`config.mk`:
```
export PLATFORM = sky130hd
export DESIGN_NAME = el2_lsu_clkgate_ctrl_flat
export DESIGN_NICKNAME = d
export VERILOG_FILES = /design/src/rtl/el2_lsu_clkgate_ctrl_if.sv /design/src/rtl/el2_lsu_clkgate_ctrl.sv /design/src/flat_wrapper.sv
export SDC_FILE = /design/constraint.sdc
export NUM_CORES = 1
export LEC_CHECK = 0
export BUFFER_PORTS_ARGS = -buffer_cell sky130_fd_sc_hd__buf_2
export CAP_MARGIN = 20
export CORE_MARGIN = 2
export CORE_UTILIZATION = 50
export CTS_CLUSTER_SIZE = 28
export DETAILED_ROUTE_END_ITERATION = 10
export HOLD_SLACK_MARGIN = 0.02
export PLACE_DENSITY = 0.75
export SYNTH_ARGS = -nofsm -noshare
export SYNTH_HDL_FRONTEND = slang
export SYNTH_SLANG_ARGS = --single-unit
```
`constraint.sdc`:
```
create_clock -name clk -period 2.6 [get_ports clk]
set_input_delay 0.52 -clock clk [delete_from_list [all_inputs] [get_ports clk]]
set_output_delay 0.52 -clock clk [all_outputs]
set_load 0.02 [all_outputs]
```
`src/rtl/el2_lsu_clkgate_ctrl_if.sv`:
```
// Signal bundle between the LSU/TLU side and the LSU clock-gating controller.
// The master drives status and requests; the slave returns the clock enables and halt status.
interface el2_lsu_clkgate_ctrl_if #(
  parameter int GCNT_W = 16
);
  logic              lsu_activity;
  logic              lsu_idle;
  logic              lsu_p_valid;
  logic              dma_dccm_req;
  logic              clk_override;
  logic              halt_req;
  logic              dec_tlu_force_halt;
  logic              lsu_free_clken;
  logic              lsu_pipe_c1_clken;
  logic              lsu_pipe_c2_clken;
  logic              lsu_halt_ack;
  logic [2:0]        lsu_gate_state;
  logic [GCNT_W-1:0] lsu_gated_cycles;

  modport master (
    output lsu_activity, lsu_idle, lsu_p_valid, dma_dccm_req, clk_override,
           halt_req, dec_tlu_force_halt,
    input  lsu_free_clken, lsu_pipe_c1_clken, lsu_pipe_c2_clken, lsu_halt_ack,
           lsu_gate_state, lsu_gated_cycles
  );

  modport slave (
    input  lsu_activity, lsu_idle, lsu_p_valid, dma_dccm_req, clk_override,
           halt_req, dec_tlu_force_halt,
    output lsu_free_clken, lsu_pipe_c1_clken, lsu_pipe_c2_clken, lsu_halt_ack,
           lsu_gate_state, lsu_gated_cycles
  );
endinterface

```
`src/rtl/el2_lsu_clkgate_ctrl.sv`:
```
// LSU clock-enable sequencer: idle hysteresis before gating the free clock,
// TLU halt quiesce/ack handshake, pipe double-pulse enable and gated-cycle counter.
//
// state   | meaning
// RUN     | LSU active, free clock on
// HOLD    | no activity, hysteresis countdown with free clock still on
// GATED   | free clock off, woken combinationally by activity
// QUIESCE | halt requested, waiting for LSU idle and no DMA
// HALTED  | LSU halted, ack high, clock only for DMA
module el2_lsu_clkgate_ctrl #(
  parameter int IDLE_HOLD = 4,
  parameter int CNT_W     = 3,
  parameter int GCNT_W    = 16
) (
  input logic                  clk,
  input logic                  rst_l,
  el2_lsu_clkgate_ctrl_if.slave lsu
);

  typedef enum logic [2:0] {
    ST_RUN     = 3'd0,
    ST_HOLD    = 3'd1,
    ST_GATED   = 3'd2,
    ST_QUIESCE = 3'd3,
    ST_HALTED  = 3'd4
  } state_t;

  localparam int               HOLD_INT  = (IDLE_HOLD == 0) ? 0 : IDLE_HOLD - 1;
  localparam logic [CNT_W-1:0] HOLD_LOAD = CNT_W'(HOLD_INT);
  localparam bit               NO_HOLD   = (IDLE_HOLD == 0);

  state_t            state_q, state_nx;
  logic [CNT_W-1:0]  cnt_q, cnt_nx;
  logic              ack_q;
  logic              pipe_q;
  logic [GCNT_W-1:0] gcnt_q;
  logic              free_clken;
  logic              c1_clken;

  always_ff @(posedge clk or negedge rst_l) begin
    if (!rst_l) begin
      state_q <= ST_RUN;
      cnt_q   <= '0;
      ack_q   <= 1'b0;
      pipe_q  <= 1'b0;
      gcnt_q  <= '0;
    end else begin
      state_q <= state_nx;
      cnt_q   <= cnt_nx;
      ack_q   <= (state_nx == ST_HALTED);
      pipe_q  <= c1_clken;
      if (!free_clken && (gcnt_q != {GCNT_W{1'b1}}))
        gcnt_q <= gcnt_q + GCNT_W'(1);
    end
  end

  always_comb begin
    state_nx = state_q;
    cnt_nx   = cnt_q;
    if (lsu.dec_tlu_force_halt) begin
      state_nx = ST_HALTED;
    end else begin
      case (state_q)
        ST_RUN: begin
          if (lsu.halt_req) begin
            state_nx = ST_QUIESCE;
          end else if (!lsu.lsu_activity) begin
            if (NO_HOLD) begin
              state_nx = ST_GATED;
            end else begin
              state_nx = ST_HOLD;
              cnt_nx   = HOLD_LOAD;
            end
          end
        end
        ST_HOLD: begin
          if (lsu.halt_req)          state_nx = ST_QUIESCE;
          else if (lsu.lsu_activity) state_nx = ST_RUN;
          else if (cnt_q == '0)      state_nx = ST_GATED;
          else                       cnt_nx   = cnt_q - CNT_W'(1);
        end
        ST_GATED: begin
          if (lsu.halt_req)          state_nx = ST_QUIESCE;
          else if (lsu.lsu_activity) state_nx = ST_RUN;
        end
        ST_QUIESCE: begin
          if (!lsu.halt_req)                             state_nx = ST_RUN;
          else if (lsu.lsu_idle && !lsu.dma_dccm_req)    state_nx = ST_HALTED;
        end
        ST_HALTED: begin
          if (!lsu.halt_req) state_nx = ST_RUN;
        end
        default: state_nx = ST_RUN;
      endcase
    end
  end

  // Enables stay combinational so a wake from GATED costs no cycle.
  always_comb begin
    free_clken = 1'b1;
    case (state_q)
      ST_GATED:  free_clken = lsu.lsu_activity | lsu.clk_override;
      ST_HALTED: free_clken = lsu.dma_dccm_req | lsu.clk_override;
      default:   free_clken = 1'b1;
    endcase
  end

  assign c1_clken = lsu.lsu_p_valid | lsu.dma_dccm_req | lsu.clk_override;

  assign lsu.lsu_free_clken    = free_clken;
  assign lsu.lsu_pipe_c1_clken = c1_clken;
  assign lsu.lsu_pipe_c2_clken = c1_clken | pipe_q | lsu.clk_override;
  assign lsu.lsu_halt_ack      = ack_q;
  assign lsu.lsu_gate_state    = state_q;
  assign lsu.lsu_gated_cycles  = gcnt_q;

endmodule

```
`src/flat_wrapper.sv`:
```
// flat-port wrapper written by rule: the top's interface ports become plain ports
module el2_lsu_clkgate_ctrl_flat 
#(
  parameter int IDLE_HOLD = 4,
  parameter int CNT_W     = 3,
  parameter int GCNT_W    = 16
)
  (clk, rst_l, lsu_lsu_activity, lsu_lsu_idle, lsu_lsu_p_valid, lsu_dma_dccm_req, lsu_clk_override, lsu_halt_req, lsu_dec_tlu_force_halt, lsu_lsu_free_clken, lsu_lsu_pipe_c1_clken, lsu_lsu_pipe_c2_clken, lsu_lsu_halt_ack, lsu_lsu_gate_state, lsu_lsu_gated_cycles);
  el2_lsu_clkgate_ctrl_if #(.GCNT_W(GCNT_W)) lsu_i ();
  input logic clk;
  input logic rst_l;
  input wire logic [$bits(lsu_i.lsu_activity)-1:0] lsu_lsu_activity;
  input wire logic [$bits(lsu_i.lsu_idle)-1:0] lsu_lsu_idle;
  input wire logic [$bits(lsu_i.lsu_p_valid)-1:0] lsu_lsu_p_valid;
  input wire logic [$bits(lsu_i.dma_dccm_req)-1:0] lsu_dma_dccm_req;
  input wire logic [$bits(lsu_i.clk_override)-1:0] lsu_clk_override;
  input wire logic [$bits(lsu_i.halt_req)-1:0] lsu_halt_req;
  input wire logic [$bits(lsu_i.dec_tlu_force_halt)-1:0] lsu_dec_tlu_force_halt;
  output wire logic [$bits(lsu_i.lsu_free_clken)-1:0] lsu_lsu_free_clken;
  output wire logic [$bits(lsu_i.lsu_pipe_c1_clken)-1:0] lsu_lsu_pipe_c1_clken;
  output wire logic [$bits(lsu_i.lsu_pipe_c2_clken)-1:0] lsu_lsu_pipe_c2_clken;
  output wire logic [$bits(lsu_i.lsu_halt_ack)-1:0] lsu_lsu_halt_ack;
  output wire logic [$bits(lsu_i.lsu_gate_state)-1:0] lsu_lsu_gate_state;
  output wire logic [$bits(lsu_i.lsu_gated_cycles)-1:0] lsu_lsu_gated_cycles;
  assign lsu_i.lsu_activity = lsu_lsu_activity;
  assign lsu_i.lsu_idle = lsu_lsu_idle;
  assign lsu_i.lsu_p_valid = lsu_lsu_p_valid;
  assign lsu_i.dma_dccm_req = lsu_dma_dccm_req;
  assign lsu_i.clk_override = lsu_clk_override;
  assign lsu_i.halt_req = lsu_halt_req;
  assign lsu_i.dec_tlu_force_halt = lsu_dec_tlu_force_halt;
  assign lsu_lsu_free_clken = lsu_i.lsu_free_clken;
  assign lsu_lsu_pipe_c1_clken = lsu_i.lsu_pipe_c1_clken;
  assign lsu_lsu_pipe_c2_clken = lsu_i.lsu_pipe_c2_clken;
  assign lsu_lsu_halt_ack = lsu_i.lsu_halt_ack;
  assign lsu_lsu_gate_state = lsu_i.lsu_gate_state;
  assign lsu_lsu_gated_cycles = lsu_i.lsu_gated_cycles;
  el2_lsu_clkgate_ctrl #(.IDLE_HOLD(IDLE_HOLD), .CNT_W(CNT_W), .GCNT_W(GCNT_W)) u_core (.clk(clk), .rst_l(rst_l), .lsu(lsu_i));
endmodule
```
Word-level counts from Yosys, hierarchy flattened
Index checks and enable logic that the tools add are counted.

Add/sub/neg operators: 2. Multipliers: 0. Divide/modulo/power cells: 0. Order comparisons: 0. Equality and inequality tests: 11. Shifts and indexed selects: 0. Multiplexer cells: 19. Bitwise logic cells: 7. Reductions and logical operators: 8.

Operators by type and width (number): 3-bit 2-to-1 mux (16); 16-bit by 1-bit adder with 16-bit output (second input constant) (1); 16-bit != test (second input constant) (1); 3-bit one-hot mux with 5 select lines (1); 2-bit != test (second input constant) (5); 7-bit AND reduction (1); 3-bit by 2-bit equality test with 1-bit output (second input constant) (2); 3-bit equality test (second input constant) (2); 3-bit logical NOT (2); 1-bit bitwise OR (6); 3-bit one-hot mux with 2 select lines (1); 3-bit by 1-bit equality test with 1-bit output (second input constant) (1); 3-bit by 1-bit subtractor with 3-bit output (second input constant) (1); 1-bit logical AND (2); 1-bit logical NOT (2); 1-bit one-hot mux with 2 select lines (1); 2-bit nonzero test (1); 1-bit inverter (1).

Register bits: 24. Bits in latches: 0. Memory bits (writable): 0. Memory bits (read-only): 0. Bits of input ports: 9. Output and inout port bits: 23. Word-level logic and storage cells: 52. Memories kept: 0.

Logic depth before layout (Yosys ltp)
Depth in word-level cells: 7. Gate-level depth with buffers: 6. Mapped depth without buffers: 6.

Worst setup path before layout
Ideal clock, no wire load.

Kind: input-to-output. Start: input port lsu_dma_dccm_req. End: output port lsu_lsu_pipe_c2_clken. Data arrival time: 1377 ps. Data required time: 2080 ps. Setup slack: 703 ps. Cell stages on the path: 2. Path buffers: 0. Cell sequence: or3_1 -> or2_2.

Word-level cells in the longest chain between the ends: 4.

Ends and longest elaborated chain: from (decl) (line flat_wrapper.sv:15) `input wire logic [$bits(lsu_i.dma_dccm_req)-1:0] lsu_dma_dccm_req;`; 1-bit bitwise OR (2 in series) (line el2_lsu_clkgate_ctrl.sv:108) `assign c1_clken = lsu.lsu_p_valid | lsu.dma_dccm_req | lsu.clk_override;`; 1-bit bitwise OR (2 in series) (line el2_lsu_clkgate_ctrl.sv:112) `assign lsu.lsu_pipe_c2_clken = c1_clken | pipe_q | lsu.clk_override;`; to (decl) (line flat_wrapper.sv:21) `output wire logic [$bits(lsu_i.lsu_pipe_c2_clken)-1:0] lsu_lsu_pipe_c2_clken;`.

No other way between the ends.

Worst setup path in the final report
Start: register u_core.state_q[1] (netlist: u_core.lsu.lsu_gate_state[1]). End: output port lsu_lsu_free_clken.

Word-level cells in the longest chain between the ends: 2. Elaborated cells between the ends (all ways): 3. Those cells by class: 2 x eq/ne; 1 x mux.

Ends and longest elaborated chain: from (decl) (line el2_lsu_clkgate_ctrl.sv:32) `state_t state_q, state_nx;`; from (signal assigned) (line el2_lsu_clkgate_ctrl.sv:48) `state_q <= state_nx;`; 3-bit equality test / 3-bit by 2-bit equality test with 1-bit output (equally long branches) (line el2_lsu_clkgate_ctrl.sv:101) `case (state_q)`; 1-bit one-hot mux with 2 select lines * (line el2_lsu_clkgate_ctrl.sv:101); to (decl) (line flat_wrapper.sv:19) `output wire logic [$bits(lsu_i.lsu_free_clken)-1:0] lsu_lsu_free_clken;`.

Every way passes the cells marked *; elsewhere a longest branch is shown, timed or not.

==> results_dict.tcl <==
set metrics [dict create \
    clk_root_buffer_cell "sky130_fd_sc_hd__clkbuf_4" \
    power.static_leakage_nw 0.778 \
    cts_inserted_buffers 3 \
    postCtsHoldBufs 0 \
    synth-edff-count 0 \
    final.min_clock_period_ns 2.40 \
    grt_start_max_net_pins 25 \
    synth_top_area_share 0.455 \
    netlist_top_cells_area "sky130_fd_sc_hd__dfrtp_1, sky130_fd_sc_hd__xor2_1, sky130_fd_sc_hd__nand2_1" \
    max_freq_mhz 417 \
    portBuffers 31 \
    maxCapViolCount 0 \
    grt_util_met1 0.248 \
    finalSetupTns_ns 0 \
    synth_commonest_cells "sky130_fd_sc_hd__dfrtp_1, sky130_fd_sc_hd__xor2_1, sky130_fd_sc_hd__nand2_1" \
    detail_route.wirelength_mm 2.61 \
    power.density_nw_per_um2 611 \
    ir_drop_uv 403 \
    synth_cell_type_count 36 \
    part_of_the_yosys_area_used_for_sequential_elements 0.455 \
    worst_hold_path_type "input port to asynchronous set/reset pin" \
    yosys_most_used_dff "sky130_fd_sc_hd__dfrtp_1" \
    num_antenna_cells 0 \
    ys_seq_elements 24 \
    place_hpwl_mm 1.96 \
    path_max_fanout 16 \
    cp.arrival_ns 1.88 \
    grt_first_pass_wirelength_mm 4.73 \
    post_synth_instance_area_um2 1320 \
    timing.final.hold_violations 0 \
    clkLatencyLatePin_ns 0.32 \
    grtUsageMet3 0.0375 \
    tritoncts_num_sinks 24 \
    cts_max_level 1 \
    drt_iter0_markers 19 \
    synth_most_common_cell "sky130_fd_sc_hd__dfrtp_1" \
    fin_worst_skew_ns 0.00984 \
    tritoncts_clock_tree "built" \
    groute.layer.met2.usage 0.306 \
    cts-resized-gates 0 \
    cp.required_ns 2.08 \
    die-height_um 55.4 \
    die-width_um 55.4 \
    cts.clk_slew.worst_paths_ns 0.14 \
    floorplan.core_area_um2 2500 \
    globalRoute.busiestLayer "met2" \
    core.rowCount 18 \
    fin_util 0.618 \
    fin_worst_hold_slack_ns 0.144 \
    min_period_over_period 0.923 \
    synth_async_sr_flop_share 1.00 \
    stdcell_count 189 \
    floorplan.die_area_um2 3070 \
    detail_route.wl_per_cell_um 13.8 \
    drtAntennaViolNets 0 \
    ys_warn_count 0 \
    rsz0062_at_grt "false" \
    floorplan.initialDensity 0.529 \
    worst_slew_pin_slew_ns 0.675 \
    outcome "finished clean" \
    timing.slew.headroom 0.550 \
    avgSynthCellArea_um2 10.3 \
    detailroute.via_count 1058 \
    crit_path_end_kind "output port" \
    router_iterations_before_antenna_repair 4 \
    synthCells 128 \
    grtUsageTotal 0.189 \
    setup_violations 0 \
    final_max_slew_viol_count 0 \
    final_layout_size_suffix_gt1_frac 0.296 \
    dpl.cell_count 185 \
    number_of_nets_in_the_synthesized_netlist 140 \
    remaining_drc_errors 0 \
    area_delta_synth_final_pct 17.0 \
    startpoint_type "register" \
    final_replace_weighted_congestion 0.772 \
    cts-root-to-sink-buffers 2 \
    post-synth-top-area-cell "sky130_fd_sc_hd__dfrtp_1" \
    num_io_pins 32 \
    via_count_of_the_first_global_routing_pass 1055 \
    via_per_inst 5.60 \
    grt-ovfl-total 0 \
    nets 172 \
    grt_antenna_before_repair 0 \
    criticalPathCategory "register to output port" \
    cts_post_setup_buffers_inserted 0 \
]
-- cells in the final DEF, fill, tap and decap left out, types with 2 or more instances in the layout --
cell type,count
sky130_fd_sc_hd__a2111oi_0,2
sky130_fd_sc_hd__a21o_1,2
sky130_fd_sc_hd__a21oi_1,4
sky130_fd_sc_hd__buf_2,31
sky130_fd_sc_hd__clkbuf_4,3
sky130_fd_sc_hd__dfrtp_1,24
sky130_fd_sc_hd__ha_1,3
sky130_fd_sc_hd__inv_1,3
sky130_fd_sc_hd__mux2_2,2
sky130_fd_sc_hd__nand2_1,12
sky130_fd_sc_hd__nand2b_1,2
sky130_fd_sc_hd__nand3_1,4
sky130_fd_sc_hd__nand4_1,4
sky130_fd_sc_hd__nor2_1,7
sky130_fd_sc_hd__nor2b_1,2
sky130_fd_sc_hd__nor3_1,6
sky130_fd_sc_hd__nor3b_1,5
sky130_fd_sc_hd__nor4_1,5
sky130_fd_sc_hd__nor4_2,2
sky130_fd_sc_hd__o21ai_0,2
sky130_fd_sc_hd__or2_2,3
sky130_fd_sc_hd__or4_1,2
sky130_fd_sc_hd__xor2_1,16
-- cells by family after synthesis --
group,after synthesis,synth area share
compound gates,15,0.0786
simple gates,60,0.280
buf+inv,8,0.0350
fa+ha+maj,3,0.0284
xor+xnor,16,0.106
mux,2,0.0170
flops,24,0.455
-- per-stage QoR --
step / area [um2] / power (mW) / setup WS (ns)
2_1_floorplan: 1320 / 0.601 / 0.703
3_3_place_gp: 1490 / 0.668 / 0.542
3_5_place_dp: 1490 / 0.680 / 0.537
4_1_cts: 1550 / 0.954 / 0.187
5_1_grt: 1550 / 0.994 / 0.0210
6_report: 1550 / 0.944 / 0.200
-- power breakdown --
group | switching (mW) | internal [mW] | total, mW | leakage (nW)
Clock | 0.117 | 0.156 | 0.273 | 0.0279
Combinational | 0.119 | 0.0759 | 0.195 | 0.443
Sequential | 0.0619 | 0.414 | 0.476 | 0.307
Total | 0.298 | 0.646 | 0.944 | 0.778
-- per-layer routing --
metal / vias to the layer above / part of all wire
met4: 0 / 0.015
li1: 526 / -
met3: 5 / 0.045
met1: 499 / 0.47
met2: 28 / 0.47
met5: - / 0
-- registers in the layout (all words and copies together) (netlist names) --
| name | flops |
|---|---|
| u_core.lsu.lsu_gated_cycles | 16 |
| u_core.cnt_q | 3 |
| u_core.lsu.lsu_gate_state | 3 |
| u_core.lsu.lsu_halt_ack | 1 |
| u_core.pipe_q | 1 |
-- worst max-delay path: stages (launching register included) --
cell	delay (ns)
sky130_fd_sc_hd__dfrtp_1	0.52
sky130_fd_sc_hd__nor3b_1	0.20
sky130_fd_sc_hd__o21ai_2	0.54
sky130_fd_sc_hd__buf_2	0.29
-- final timing paths --
path / startpoint / to / slack (ns) / cells past startpoint
hold / removal: rst_l / u_core.lsu.lsu_halt_ack$_DFF_PN0_ / 0.14 / 1
min in group clk: lsu_dec_tlu_force_halt / u_core.lsu.lsu_gate_state[1]$_DFF_PN0_ / 0.39 / 2
setup / recovery: u_core.lsu.lsu_gate_state[1]$_DFF_PN0_ / lsu_lsu_free_clken / 0.20 / 3
hold reg to reg: u_core.lsu.lsu_gated_cycles[15]$_DFFE_PN0P_ / u_core.lsu.lsu_gated_cycles[15]$_DFFE_PN0P_ / 0.51 / 1
max in group asynchronous: rst_l / u_core.lsu.lsu_gated_cycles[6]$_DFFE_PN0P_ / 2.10 / 1
setup reg to reg: u_core.lsu.lsu_gated_cycles[0]$_DFFE_PN0P_ / u_core.lsu.lsu_gated_cycles[1]$_DFFE_PN0P_ / 0.50 / 6
-- layout make-up --
cell class	count	area (um2)
inverter	3	11.3
multi-input combinational	96	681
timing repair buffer	32	163
clock inverter	1	30.0
sequential	24	601
fill	217	955
clock buffer	3	22.5
tap	30	37.5
Power figures use the tool's default switching activity.
